## config.mk

```make
export PLATFORM = sky130hd
export DESIGN_NAME = sfp_row_norm
export DESIGN_NICKNAME = d
export VERILOG_FILES = /design/src/rtl/sfp_pkg.sv /design/src/rtl/sfp_fifo.sv /design/src/rtl/sfp_row_norm.sv
export SDC_FILE = /design/constraint.sdc
export NUM_CORES = 2
export LEC_CHECK = 0
export CORE_ASPECT_RATIO = 0.7
export CORE_MARGIN = 2
export CORE_UTILIZATION = 60
export CTS_CLUSTER_DIAMETER = 100
export DETAILED_ROUTE_END_ITERATION = 7
export PLACE_DENSITY = 0.9
export SYNTH_ARGS = -nofsm -noshare
export SYNTH_HDL_FRONTEND = slang
export SYNTH_SLANG_ARGS = --single-unit
```

## constraint.sdc

```tcl
create_clock -name clk -period 31 [get_ports clk]
set_clock_uncertainty 0.05 [all_clocks]
set_input_delay 6.2 -clock clk [delete_from_list [all_inputs] [get_ports clk]]
set_output_delay 6.2 -clock clk [all_outputs]
set_load 0.02 [all_outputs]
```

## src/rtl/sfp_pkg.sv

```systemverilog
// Shared types and width helpers for the row-normalisation block.
package sfp_pkg;

  typedef enum logic [1:0] {
    IDLE,
    DIV,
    DONE
  } state_e;

  function automatic int sum_w(input int bw, input int col);
    return bw + $clog2(col);
  endfunction

  function automatic int div_n(input int bw, input int frac);
    return bw + frac;
  endfunction

endpackage

```

## src/rtl/sfp_fifo.sv

```systemverilog
// Show-ahead FIFO with wrap-bit pointers, full/empty flags and occupancy.
module sfp_fifo #(
  parameter int W     = 8,
  parameter int DEPTH = 16
) (
  input  logic                     clk,
  input  logic                     reset,
  input  logic                     push_i,
  input  logic [W-1:0]             din_i,
  input  logic                     pop_i,
  output logic [W-1:0]             dout_o,
  output logic                     full_o,
  output logic                     empty_o,
  output logic [$clog2(DEPTH):0]   count_o
);

  localparam int AW = $clog2(DEPTH);

  logic [W-1:0] mem_q [DEPTH];
  logic [AW:0]  wr_q;
  logic [AW:0]  rd_q;
  logic         do_push;
  logic         do_pop;

  assign count_o = wr_q - rd_q;
  assign full_o  = (count_o == {1'b1, {AW{1'b0}}});
  assign empty_o = (wr_q == rd_q);
  assign do_push = push_i && !full_o;
  assign do_pop  = pop_i && !empty_o;
  assign dout_o  = mem_q[rd_q[AW-1:0]];

  always_ff @(posedge clk) begin
    if (reset) begin
      wr_q <= '0;
      rd_q <= '0;
    end else begin
      if (do_push) wr_q <= wr_q + 1'b1;
      if (do_pop)  rd_q <= rd_q + 1'b1;
    end
  end

  always_ff @(posedge clk) begin
    if (do_push) mem_q[wr_q[AW-1:0]] <= din_i;
  end

endmodule

```

## src/rtl/sfp_row_norm.sv

```systemverilog
// Row normaliser: accumulates |lane| sums, then divides each lane by the
// (optionally two-core) row sum with a shared-divisor restoring divider.
module sfp_row_norm
  import sfp_pkg::*;
#(
  parameter int COL     = 8,
  parameter int BW_PSUM = 20,
  parameter int DEPTH   = 16,
  parameter int FRAC    = 8,
  localparam int SUM_W  = sum_w(BW_PSUM, COL),
  localparam int DIV_N  = div_n(BW_PSUM, FRAC)
) (
  input  logic                     clk,
  input  logic                     reset,
  input  logic                     two_core,
  input  logic                     acc_valid,
  output logic                     acc_ready,
  input  logic                     div_valid,
  output logic                     div_ready,
  input  logic [COL*BW_PSUM-1:0]   sfp_in,
  input  logic [SUM_W-1:0]         ext_sum_in,
  input  logic                     ext_rd,
  output logic [SUM_W-1:0]         sum_out,
  output logic [COL*BW_PSUM-1:0]   sfp_out,
  output logic                     out_valid,
  output logic                     div_zero,
  output logic                     int_empty,
  output logic                     ext_full
);

  localparam int CW = $clog2(DEPTH) + 1;
  localparam int NW = $clog2(DIV_N);
  localparam logic [NW-1:0] LAST = NW'(DIV_N - 1);
  localparam logic [CW:0] DEPTH_L = (CW+1)'(DEPTH);
  localparam logic [DIV_N-1:0] QMAXP =
    {{(DIV_N-BW_PSUM+1){1'b0}}, {(BW_PSUM-1){1'b1}}};
  localparam logic [DIV_N-1:0] QMAXN =
    {{(DIV_N-BW_PSUM){1'b0}}, 1'b1, {(BW_PSUM-1){1'b0}}};

  state_e state_q, state_d;

  logic [BW_PSUM-1:0] mag_c [COL];
  logic [COL-1:0]     neg_c;
  logic [SUM_W-1:0]   sum_c;

  logic               push_q;
  logic [SUM_W-1:0]   s_q;
  logic [SUM_W-1:0]   sum_q;

  logic [SUM_W-1:0]   int_dout, ext_dout;
  logic               int_full, ext_full_raw, ext_empty;
  logic [CW-1:0]      int_cnt, ext_cnt;
  logic [CW:0]        int_lvl, ext_lvl;

  logic               acc_fire, div_fire, ext_pop;

  logic [SUM_W:0]     d_q;
  logic               d_zero;
  logic [COL-1:0]     neg_q;
  logic [DIV_N-1:0]   q_q  [COL];
  logic [SUM_W:0]     r_q  [COL];
  logic [DIV_N-1:0]   q_nx [COL];
  logic [SUM_W:0]     r_nx [COL];
  logic [SUM_W+1:0]   sh   [COL];
  logic [NW-1:0]      cnt_q;

  logic [COL*BW_PSUM-1:0] sat_c;
  logic [COL*BW_PSUM-1:0] sfp_q;
  logic               ov_q, dz_q;

  always_comb begin
    sum_c = '0;
    neg_c = '0;
    for (int i = 0; i < COL; i++) begin
      neg_c[i] = sfp_in[i*BW_PSUM + BW_PSUM-1];
      mag_c[i] = neg_c[i] ? (~sfp_in[i*BW_PSUM +: BW_PSUM] + 1'b1)
                          : sfp_in[i*BW_PSUM +: BW_PSUM];
      sum_c    = sum_c + SUM_W'(mag_c[i]);
    end
  end

  // Occupancy includes the registered push that has not landed yet.
  assign int_lvl   = {1'b0, int_cnt} + (CW+1)'(push_q);
  assign ext_lvl   = {1'b0, ext_cnt} + (CW+1)'(push_q);
  assign ext_full  = ext_full_raw || (ext_lvl >= DEPTH_L);
  assign acc_ready = !(int_full || (int_lvl >= DEPTH_L)) && !ext_full;
  assign div_ready = (state_q == IDLE) && !int_empty;
  assign acc_fire  = acc_valid && acc_ready;
  assign div_fire  = div_valid && div_ready;
  assign ext_pop   = ext_rd && !ext_empty;

  sfp_fifo #(.W(SUM_W), .DEPTH(DEPTH)) u_int_fifo (
    .clk     (clk),
    .reset   (reset),
    .push_i  (push_q),
    .din_i   (s_q),
    .pop_i   (div_fire),
    .dout_o  (int_dout),
    .full_o  (int_full),
    .empty_o (int_empty),
    .count_o (int_cnt)
  );

  sfp_fifo #(.W(SUM_W), .DEPTH(DEPTH)) u_ext_fifo (
    .clk     (clk),
    .reset   (reset),
    .push_i  (push_q),
    .din_i   (s_q),
    .pop_i   (ext_pop),
    .dout_o  (ext_dout),
    .full_o  (ext_full_raw),
    .empty_o (ext_empty),
    .count_o (ext_cnt)
  );

  always_comb begin
    state_d = state_q;
    unique case (state_q)
      IDLE:    if (div_fire) state_d = DIV;
      DIV:     if (cnt_q == LAST) state_d = DONE;
      DONE:    state_d = IDLE;
      default: state_d = IDLE;
    endcase
  end

  always_comb begin
    for (int i = 0; i < COL; i++) begin
      sh[i]   = {r_q[i], q_q[i][DIV_N-1]};
      r_nx[i] = sh[i][SUM_W:0];
      q_nx[i] = {q_q[i][DIV_N-2:0], 1'b0};
      if (sh[i] >= {1'b0, d_q}) begin
        r_nx[i] = (SUM_W+1)'(sh[i] - {1'b0, d_q});
        q_nx[i] = {q_q[i][DIV_N-2:0], 1'b1};
      end
    end
  end

  always_comb begin
    sat_c = '0;
    for (int i = 0; i < COL; i++) begin
      if (!neg_q[i])
        sat_c[i*BW_PSUM +: BW_PSUM] = (q_q[i] > QMAXP) ?
          QMAXP[BW_PSUM-1:0] : q_q[i][BW_PSUM-1:0];
      else
        sat_c[i*BW_PSUM +: BW_PSUM] = (q_q[i] > QMAXN) ?
          QMAXN[BW_PSUM-1:0] : (~q_q[i][BW_PSUM-1:0] + 1'b1);
    end
  end

  assign d_zero = (d_q == '0);

  always_ff @(posedge clk) begin
    if (div_fire) begin
      d_q   <= {1'b0, int_dout} + (two_core ? {1'b0, ext_sum_in} : '0);
      neg_q <= neg_c;
      for (int i = 0; i < COL; i++) begin
        q_q[i] <= {mag_c[i], {FRAC{1'b0}}};
        r_q[i] <= '0;
      end
    end else if (state_q == DIV) begin
      for (int i = 0; i < COL; i++) begin
        q_q[i] <= q_nx[i];
        r_q[i] <= r_nx[i];
      end
    end
  end

  always_ff @(posedge clk) begin
    if (reset) begin
      state_q <= IDLE;
      push_q  <= 1'b0;
      s_q     <= '0;
      sum_q   <= '0;
      cnt_q   <= '0;
      sfp_q   <= '0;
      ov_q    <= 1'b0;
      dz_q    <= 1'b0;
    end else begin
      state_q <= state_d;
      push_q  <= acc_fire;
      if (acc_fire) s_q <= sum_c;
      if (ext_pop) sum_q <= ext_dout;
      cnt_q   <= (state_q == DIV) ? cnt_q + 1'b1 : '0;
      ov_q    <= (state_q == DONE);
      if (state_q == DONE) begin
        sfp_q <= d_zero ? '0 : sat_c;
        dz_q  <= d_zero;
      end
    end
  end

  assign sum_out   = sum_q;
  assign sfp_out   = sfp_q;
  assign out_valid = ov_q;
  assign div_zero  = dz_q;

endmodule

```

==> impl_metrics.py <==
metrics = {
    "logic_synthesis": {
        "synth-async-reset-ratio_pct": 0,
        "yosys-top-cells-area": "edfxtp_1 46%, mux4_2 6.8%, dfxtp_1 6.3%",
        "post_synth_num_cell_types": 101,
        "netlist.area_leader.share_pct": 46.43,
        "synth-edff-count": 1184,
        "summed_instance_area_of_the_synthesized_netlist_sq_mm": 0.07658,
        "synth_seq_area_share_pct": 52.70,
        "syn_inst": 6569,
        "dominantRegCellSynth": "edfxtp_1",
        "synth_fp_nets": 7161,
        "synth_seq_cells": 1424,
        "syn_avg_cell_area_sq_um": 11.66,
        "number_of_warning_messages_in_the_yosys_log": 0,
        "yosysTopAreaCell": "edfxtp_1",
    },
    "clocking": {
        "post-cts-setup-buffers": 0,
        "clk_root_buffer_cell": "clkbuf_16",
        "cts.htree.levels": 4,
        "hold_buffers": 0,
        "cts-buffers-inserted": 136,
        "tritoncts_num_sinks": 1424,
        "clkSlewWorstSetupHoldPaths_ns": 0.07,
        "worst_skew_pair_latency_ns": 0.81,
        "cts_repair_resize_count": 0,
        "tritoncts": "yes",
        "ctsLongestPathBuffers": 3,
    },
    "final_layout": {
        "finish.utilization_pct": 68.62,
        "nFillCells": 8525,
        "syn2layout_area_growth_pct": 13.28,
        "final_cells": 8655,
        "multi_input_comb_area_sq_mm": 0.03428,
        "regArea_sq_mm": 0.04038,
        "most_common_library_cell_in_the_layout_ignoring_fill_and_taps": "edfxtp_1",
        "post_route_cells_drive_above_1_share_pct": 8.981,
        "top_library_cells_by_usage_in_the_layout_fill_and_taps_aside": "1,184 x edfxtp_1, 765 x nor2_1, 535 x nand2_1",
        "finish.net_count": 7452,
    },
    "place": {
        "gpl.final_weighted_congestion": 1.003,
        "post-dp-hpwl_um": 158500,
        "dp.cells": 8387,
        "place.port_buffers": 377,
    },
    "run_status": {
        "status": "finished clean",
    },
    "flow_run": {
        "max_cap_violations": 0,
    },
    "pwr": {
        "max-vdd-ir-drop_mv": 0.1068,
        "power_density_mw_per_mm2": 105.4,
        "cellLeakagePower_nw": 30.78,
        "post_layout_power_mw": 9.148,
    },
    "floorplan": {
        "die_width_um": 431.0,
        "start_util_pct": 60.57,
        "die_h_um": 302.9,
        "floorplan.rows": 109,
        "core_region_area_sq_mm": 0.1264,
        "die-area_sq_mm": 0.1306,
        "ios": 378,
    },
    "critical_path": {
        "path_delay_family": "adder cells",
        "slowest_delay_ns": 0.76,
        "crit_fanout": 5,
        "critical_path.endpoint_type": "flip-flop",
        "critical-path-top-cell-by-count": "fa_1",
        "crit_path_cell_trace": "clkdlybuf4s50_1, inv_1, ha_1, nand2b_1, xnor2_1, fa_1, fa_1, inv_1, fa_1, inv_1, fa_1, ha_1, inv_1, fa_1, nor2b_1, o21ai_0, a21boi_0, o2111ai_1, nand4b_1, a31oi_1, nor2b_1, or3_1, a21oi_1",
        "timing.critical_path.arrival_ns": 12.79,
        "timing.critical_path.required_ns": 31.58,
        "critical_path.slowest_cell": "clkdlybuf4s50_1",
        "timing.setup.critical_path_class": "in -> reg",
        "critical_path.n_buffers_inverters": 5,
        "startpoint_type": "primary input",
    },
    "timing": {
        "final-setup-viol-count": 0,
        "slew_margin_rel_pct": 6.597,
        "post-route-min-period_ns": 12.21,
        "achievable-frequency_ghz": 0.08189,
        "finalHoldViolCount": 0,
        "post_route_clock_period_utilization_pct": 39.39,
        "rsz0062_at_grt": "no",
        "maxSlewViolCount": 0,
        "fin_tns_setup_ns": 0,
        "max_slew.worst_pin.slew_ns": 1.399,
    },
    "global_route": {
        "global_route_wire_length_before_repair_um": 345600,
        "busiest_layer": "met2",
        "grt_util_met1_pct": 48.29,
        "pin_count_of_the_biggest_net_entering_global_routing": 196,
        "grt_pass1_vias": 55470,
        "gr-total-overflow": 0,
        "grt_use_met2_pct": 54.28,
        "groute.layer.met3.usage_pct": 8.305,
        "global_route.usage.total_pct": 35.47,
        "antenna_found_initial": 23,
    },
    "detailed_routing": {
        "wire_per_inst_um": 27.35,
        "drt-pass1-iter-count": 7,
        "viasPerCell": 6.785,
        "drcViolationCount": 0,
        "totalWireLength_um": 236700,
        "vias": 58720,
        "drt_first_iter_violations": 8610,
        "antenna_left": 0,
    },
    "hold_path": {
        "min-delay-path-class": "reg -> reg",
    },
}
-- final timing paths --
kind	startpoint	to	slack, ns	cells after the start
hold / removal	sfp_out[68]	sfp_out[68]	0.40	2
setup reg to reg	u_int_fifo.wr_q[2]	q_q[0][46]	25.22	9
hold reg to reg	sfp_out[68]	sfp_out[68]	0.40	2
setup / recovery	sfp_in[120]	s_q[18]	18.79	23
-- kinds of logic (layout without fill, tap and decap cells) --
| group | Yosys count | count (layout) | synth area share (%) |
|---|---|---|---|
| fa+ha+maj | 403 | 403 | 7.859 |
| flops | 1424 | 1424 | 52.70 |
| other cells | 0 | 20 | 0 |
| compound gates | 1414 | 1414 | 11.75 |
| buf+inv | 576 | 977 | 2.902 |
| xor+xnor | 352 | 352 | 4.026 |
| simple gates | 2053 | 2053 | 12.46 |
| mux | 347 | 347 | 8.305 |
-- report_power, final --
part,internal [mW],leakage (nW),switching (mW)
clock,0.971,2.22,0.769
sequential,2.68,13.0,0.361
combinational,1.69,15.6,2.67
-- sequential cells by signal, summed over array words and instances, names as in the netlist, 5 cells and up, named ones only --
register	count
u_ext_fifo.mem_q	368
u_int_fifo.mem_q	368
q_q	224
r_q	192
sfp_out	160
d_q	24
s_q	23
sum_out	23
neg_q	8
cnt_q	5
u_ext_fifo.rd_q	5
u_ext_fifo.wr_q	5
u_int_fifo.rd_q	5
u_int_fifo.wr_q	5
-- metal layers --
layer  part of all wire, %  wire length, um
met1                    38            88980
met2                    45           106400
met3                    12            28130
met4                   5.6            13230
met5                 0.024               56
-- stage by stage --
step	hold slack [ns]	setup WS, ns	area (sq um)
detailed placement	0.3928	18.21	82120
CTS	0.4010	19.01	86700
finish	0.3997	18.79	86750
global route	0.4223	18.50	86740
global placement	0.3890	18.22	82120
floorplan	0.3819	14.53	76580
-- worst min-delay path: cells and delay by family, from the launching register on --
| family | cells | cell delay [ns] |
|---|---|---|
| flops | 1 | 0.31 |
| compound gates | 1 | 0.05 |
| simple gates | 1 | 0.05 |
-- area by class of cell --
class,instances,share of cell area (%)
clock buffer,170,4.291
antenna,20,0.05769
inverter,283,1.227
clock inverter,78,0.9923
sequential,1424,46.54
multi-input combinational,4569,39.51
tap,1665,2.401
timing repair buffer,446,4.973
-- synthesized netlist by cell type, types with 32 or more instances --
library cell and n:
fa_1 130, xnor2_1 243, nand2_1 537, o31a_1 32, a21oi_1 348, nand4_1 47
nor2_1 792, o21ai_0 353, o41ai_1 50, nor3b_1 33, a211oi_1 84, nor2b_1 57
nor4_1 49, and2_1 68, mux2i_1 110, mux4_2 230, a21o_1 87, inv_1 280
or3_1 71, edfxtp_1 1184, xor2_1 109, nand3_1 97, clkbuf_1 234, o21a_1 57
o31ai_1 80, ha_1 273, dfxtp_1 240, nand2b_1 51, buf_1 37, a221oi_1 32
nor3_1 119, o21ai_1 60
No activity file was read; power rests on OpenSTA's default activity.
